<file path="src/rtl/fetch_unit.sv">
// fetch_unit: RV32 instruction fetch sequencer.
// Owns the program counter and keeps at most one instruction-memory request
// in flight. Responses land in a one-entry instruction register handed to
// decode over a valid/ready handshake. A redirect from execute retargets the
// pc and discards any stale fetch still in flight.
//
// Optional feature macro: FETCH_FLUSH_NOP_EN
//   defined   : a redirect loads the instruction register with a NOP bubble
//               (addi x0,x0,0). ir_pc keeps its previous value.
//   undefined : a redirect only clears ir_valid. ir and ir_pc hold.
module fetch_unit #(
  parameter logic [31:0] INIT_PC = 32'h0000_2000
) (
  input  logic        clk,
  input  logic        reset,
  output logic        imem_req_valid,
  input  logic        imem_req_ready,
  output logic [31:0] imem_req_addr,
  input  logic        imem_rsp_valid,
  input  logic [31:0] imem_rsp_data,
  input  logic        redirect_valid,
  input  logic [31:0] redirect_pc,
  output logic        ir_valid,
  input  logic        ir_ready,
  output logic [31:0] ir,
  output logic [31:0] ir_pc
);

  localparam logic [31:0] NOP_INSN = 32'h0000_0013;

  typedef enum logic [1:0] {
    IDLE,
    REQ,
    WAIT,
    DRAIN
  } state_t;

  state_t      state;
  state_t      state_next;
  logic [31:0] pc;
  logic [31:0] pc_next;
  logic [31:0] issued_addr;
  logic [31:0] issued_next;
  logic [31:0] redirect_target;
  logic        req_fire;
  logic        load;
  logic        consume;

  // Word-aligned redirect target; the low two bits are forced to zero.
  assign redirect_target = {redirect_pc[31:2], redirect_pc[1:0] & 2'b00};

  // A new request goes out only when the buffer is free or being emptied this
  // cycle, so a response can always be captured. It never looks at ready.
  assign imem_req_valid = (state == REQ) && (!ir_valid || ir_ready);
  assign imem_req_addr  = {pc[31:2], pc[1:0] & 2'b00};

  assign req_fire = imem_req_valid && imem_req_ready;
  assign consume  = ir_valid && ir_ready;

  // State, program counter and issued-address registers.
  always_ff @(posedge clk) begin
    if (reset) begin
      state       <= IDLE;
      pc          <= {INIT_PC[31:2], 2'b00};
      issued_addr <= '0;
    end else begin
      state       <= state_next;
      pc          <= pc_next;
      issued_addr <= issued_next;
    end
  end

  // Next-state, next-pc and buffer-load decision; redirect overrides all.
  always_comb begin
    state_next  = state;
    pc_next     = pc;
    issued_next = issued_addr;
    load        = 1'b0;

    unique case (state)
      IDLE: state_next = REQ;
      REQ: begin
        if (req_fire) begin
          state_next  = WAIT;
          issued_next = pc;
          pc_next     = pc + 32'd4;
        end
      end
      WAIT: begin
        if (imem_rsp_valid) begin
          load       = 1'b1;
          state_next = REQ;
        end
      end
      DRAIN: begin
        if (imem_rsp_valid) begin
          state_next = REQ;
        end
      end
      default: state_next = IDLE;
    endcase

    if (redirect_valid) begin
      pc_next = redirect_target;
      load    = 1'b0;
      unique case (state)
        IDLE:    state_next = REQ;
        // A request accepted in the redirect cycle is already stale.
        REQ:     state_next = req_fire ? DRAIN : REQ;
        WAIT:    state_next = imem_rsp_valid ? REQ : DRAIN;
        // The stale response returning now ends the drain; otherwise keep
        // draining with the newer target already in pc.
        DRAIN:   state_next = imem_rsp_valid ? REQ : DRAIN;
        default: state_next = IDLE;
      endcase
    end
  end

  // Instruction register: flush on redirect, load on response, clear on consume.
  always_ff @(posedge clk) begin
    if (reset) begin
      ir_valid <= 1'b0;
      ir       <= '0;
      ir_pc    <= '0;
    end else if (redirect_valid) begin
`ifdef FETCH_FLUSH_NOP_EN
      ir_valid <= 1'b1;
      ir       <= NOP_INSN;
`else
      ir_valid <= 1'b0;
`endif
    end else if (load) begin
      ir_valid <= 1'b1;
      ir       <= imem_rsp_data;
      ir_pc    <= issued_addr;
    end else if (consume) begin
      ir_valid <= 1'b0;
    end
  end

`ifndef FETCH_FLUSH_NOP_EN
  // The bubble constant is only consumed by the NOP-flush build.
  logic nop_unused;
  assign nop_unused = ^NOP_INSN;
`endif

endmodule
</file>
<file path="config.mk">
export PLATFORM = sky130hd
export DESIGN_NAME = fetch_unit
export DESIGN_NICKNAME = d
export VERILOG_FILES = /design/src/rtl/fetch_unit.sv
export SDC_FILE = /design/constraint.sdc
export NUM_CORES = 1
export LEC_CHECK = 0
export ABC_AREA = 1
export CAP_MARGIN = 20
export CORE_MARGIN = 5
export CORE_UTILIZATION = 30
export CTS_BUF_LIST = sky130_fd_sc_hd__clkbuf_4 sky130_fd_sc_hd__clkbuf_8
export DETAILED_ROUTE_END_ITERATION = 12
export DONT_BUFFER_PORTS = 1
export SLEW_MARGIN = 20
export SYNTH_ARGS = -nofsm -noshare
export SYNTH_HDL_FRONTEND = slang
export SYNTH_SLANG_ARGS = --single-unit
</file>
<file path="constraint.sdc">
create_clock -name clk -period 1.4 [get_ports clk]
set_clock_uncertainty 0.15 [all_clocks]
set_input_delay 0.42 -clock clk [delete_from_list [all_inputs] [get_ports clk]]
set_output_delay 0.42 -clock clk [all_outputs]
set_load 0.02 [all_outputs]
</file>
* Yosys cells after proc, flatten, opt, wreduce, memory -nomap -nowiden *
Index checks and enable logic that the tools add are counted.
W data, S select, Z words.

operators by class
  $add $sub $neg = 1
  equal/unequal tests = 5
  muxes and demuxes = 15
  bitwise logic cells = 1
  reductions and logical operators = 15

operator list
  operator                 count
  $mux W32                 3
  $add A32 B3 Y32 const B  1
  $pmux W2 S3              2
  $mux W2                  5
  $reduce_and A2 Y1        4
  $reduce_bool A2 Y1       3
  $mux W1                  5
  $eq A2 B2 Y1 const B     2
  $reduce_or A2 Y1         2
  $logic_and A1 B1 Y1      3
  $ne A3 B1 Y1 const B     1
  $ne A3 B3 Y1 const B     1
  $eq A2 B1 Y1 const B     1
  $logic_not A2 Y1         1
  $logic_not A1 Y1         1
  $logic_or A1 B1 Y1       1
  $not A1 Y1               1

storage, ports and cells
  register bits after elaboration = 131
  input bits = 70
  output and inout port bits = 98
  word-level logic and storage cells = 44

* Longest topological paths before layout *
  depth after elaboration = 7
  mapped depth = 10

* Worst setup path after synthesis *
No wires, ideal clock.

  path kind = reg-to-reg
  start point = reg pc[3]
  end point = reg pc[30]
  setup time = 109 ps
  arrival time = 1,425 ps
  required time = 1,141 ps
  slack = -284 ps
  stages on the path, launching flop included = 11
  path buffers = 0
  cell sequence = dfxtp_1 > ha_1 > nand2_1 > nor2_4 > nand3_1 > nor2_1 > nand2_1 > nand2_1 > nand3_1 > nand2_1 > inv_1

between the ends
  cells in the longest elaborated chain, start to end = 4

RTL lines
  what                    RTL line  text
  start, declared         40        logic [31:0] pc;
  start signal, assigned  64        pc <= {INIT_PC[31:2], 2'b00};
  start signal, assigned  68        pc <= pc_next;
  $add A32 B3 Y32         86        pc_next = pc + 32'd4;
  $mux W32                83        if (req_fire) begin
  $mux W32                80        unique case (state)
  $mux W32                103       if (redirect_valid) begin

Every way passes these cells. The select of a mux whose other input is x is not followed.
A chain may end at the register's enable or synchronous reset.

* Worst setup path in the final report *
  start point = reg state[0]
  end point = out imem_req_valid

between the ends
  cells in the longest elaborated chain, start to end = 2

RTL lines
  what                    RTL line  text
  start, declared         38        state_t state;
  start signal, assigned  67        state <= state_next;
  $eq A2 B1 Y1            54        assign imem_req_valid = (state == REQ) && (!ir_valid || ir_ready);
  $logic_and A1 B1 Y1     54
  end, declared           16        output logic imem_req_valid,

Every way passes these cells.

==> results.cfg <==
[timing]
grt_setup_unrepaired = yes
fin_crit_ps = 1800
final-hold-violation-count = 0
drv_slew = 0
setup_viol = 163
fin_crit_sh_pct = 129
clock.fmax_mhz = 554
setup_slack_ps = -404

[floorplan]
dieArea_um2 = 20800
die_h_um = 144
start_util_pct = 30.3
ios = 168
core-area_um2 = 17800
die_w_um = 144
core.rowCount = 49

[yosys]
synth-edff-count = 0
ys.flop_type = dfxtp_1
synth.distinct_cells = 30
yosysTopAreaCell = dfxtp_1
synth_seq_cells = 125
synth_area_um2 = 5410
yosysWarnings = 0
yosysSeqAreaShare_pct = 46.3
async_reset_ff_share_pct = 0
synthTopCellsByArea = dfxtp_1, nor2_1, o21ai_0
syn_avg_cell_area_um2 = 7.12
syn_inst = 760
synth_top_area_share_pct = 46.3

[global_route]
grt_max_degree = 56
grt_usage_pct = 17.5
grt_pass1_wl_um = 28000
first_global_vias = 5145
grt_antenna_before_repair = 0
grt.overflow.total = 0

[clock_network]
clockBufferDepth = 2
cts_htree_levels = 4
clk_latency_ps = 430
cts.sinks = 125
numCtsBuffers = 17
cts.clk_slew.worst_paths_ps = 70
clockRootBuffer = clkbuf_8
cts_tree = yes

[route]
drc_errors = 0
drt_iter0_drc = 298
ant_nets = 0
viasPerCell = 4.76
routed_wl_um = 19600
dr.pass1.iters = 6
wl_per_cell_um = 16.8
dr_total_vias = 5564

[critical_path]
crit_path_end_kind = output pin
critPathRequiredTime_ps = 830
timing.reg2reg.setup_slack_ps = -350
rr_worst_depth = 11
crit_arrival_ps = 1230
path_max_fanout = 2
r2r_start = state[0]$_SDFFE_PP0P_
setup.worst_path.start = state[0]$_SDFFE_PP0P_
critPathLaunchType = flip-flop
criticalPathCategory = reg2out
r2r-end = ir_pc[28]$_SDFFE_PP0P_
endpoint = imem_req_valid

[place]
portBuffers = 0
placed_area_um2 = 6320
hpwl_um = 12400
place.gp.congestion = 0.845
dp_cells = 1040

[finish]
stdcell_area_um2 = 9010
area_delta_synth_final_pct = 66.5
final_nets = 1000
final_util_pct = 50.5
drive_above_1_share_pct = 44.3
diodes = 0
finalNonFillerCells = 1170

[power_and_ir_drop]
leakagePower_nw = 3.54
power_per_cell_area_nw_per_um2 = 957
vdd_drop_max_mv = 0.558

[status]
status = finished, violations left
violations = negative setup slack

[flow_run]
cap_viol_max_count = 0

[hold_path]
holdCritPathClass = in2reg
how the worst min path moves through the flow:
stage / from / endpoint / slack (ps) / cells after the start
2_1_floorplan: issued_addr[31]$_SDFFE_PP0P_ / ir_pc[31]$_SDFFE_PP0P_ / 280 / 2
3_3_place_gp: issued_addr[4]$_SDFFE_PP0P_ / issued_addr[4]$_SDFFE_PP0P_ / 290 / 2
3_5_place_dp: issued_addr[4]$_SDFFE_PP0P_ / issued_addr[4]$_SDFFE_PP0P_ / 300 / 2
4_1_cts: imem_rsp_data[2] / ir[2]$_SDFFE_PP0P_ / 0.4 / 2
5_1_grt: redirect_valid / pc[13]$_SDFFE_PP1P_ / 30 / 3
6_report: imem_rsp_data[4] / ir[4]$_SDFFE_PP0P_ / 50 / 2
placed cells by master (no fill, tap or decap), drive strengths merged, types with 2 or more instances in the layout:
| cell | n |
|---|---|
| clkbuf | 24 |
| a21oi | 56 |
| buf | 144 |
| clkinvlp | 2 |
| o21ai | 112 |
| conb | 4 |
| xnor2 | 2 |
| nand2 | 130 |
| nor2 | 174 |
| bufinv | 4 |
| and2 | 4 |
| clkinv | 5 |
| nand3 | 40 |
| dfxtp | 125 |
| xor2 | 4 |
| a31oi | 5 |
| inv | 59 |
| dlygate4sd3 | 38 |
| nand4 | 3 |
kinds of logic after synthesis:
kind of cell	Yosys count	synth area share [%]
simple gates	350	27.3
compound gates	176	16.5
flops	125	46.3
buf+inv	101	8.61
xor+xnor	6	0.972
fa+ha+maj	1	0.231
other cells	1	0.0693
worst max-delay path, cell delays in order, from the launching register on:
cell and delay, ps:
dfxtp_2 330, inv_2 50, nor2_4 90, buf_6 100
and2_4 130, buf_12 100
stage by stage:
| step | worst slack (ps) | power, mW | setup TNS [ps] | hold WS [ps] |
|---|---|---|---|---|
| final | -404 | 8.62 | -30690 | 45.4 |
| after CTS | -455 | 8.58 | -24260 | 0.449 |
| after detailed placement | -227 | 4.78 | -8070 | 298 |
| after floorplan | -116 | 4.45 | -4960 | 279 |
| after global placement | -194 | 4.76 | -6750 | 292 |
| after global routing | -485 | 9.02 | -43540 | 29.2 |
flip-flops by register name (all words and copies together), names as in the netlist:
register / cells
ir_valid: 1
issued_addr: 30
ir: 32
state: 2
ir_pc: 30
pc: 30
synthesized netlist by cell type, types with 2 or more instances:
cell type,n
and2_1,4
clkbuf_1,22
nand4_1,2
xor2_1,4
nand2_1,125
nor2_2,6
o21ai_0,101
xnor2_1,2
dfxtp_1,125
nand2_2,3
inv_2,5
nor2_4,5
inv_1,54
nand3_1,38
buf_6,7
buf_2,6
a21oi_1,56
buf_4,7
nor2_1,163
a31oi_1,5
o21ai_1,11
area by class of cell:
class	count	area, um^2
clock buffer	21	283
fill	1626	8830
tap	229	287
sequential	125	2810
clock inverter	10	163
multi-input combinational	539	3090
timing repair buffer	186	2140
timing repair inverter	1	6.26
inverter	59	236
metal layers:
layer	wire, um	part of all wire [%]	GRT usage (%)
met5	0	0	0
met4	478	2.4	6.23
met3	1560	7.9	5.85
met2	9760	50	29.3
met1	7840	40	21.0
power breakdown:
part	switching (mW)	total, mW	internal (mW)
sequential	0.160	3.77	3.61
combinational	0.672	1.33	0.659
clock	1.43	3.52	2.09
what timing repair did:
action                                 in CTS  in global routing
gates resized for setup                   293                137
pin swaps                                  19                 22
setup endpoints to repair                 174                219
endpoints found under the hold margin      61                  4
cloned                                     11                  4
hold buffers                               35                  4
setup buffers                              39                 11
Note: power is estimated with default switching activity, not from simulation.
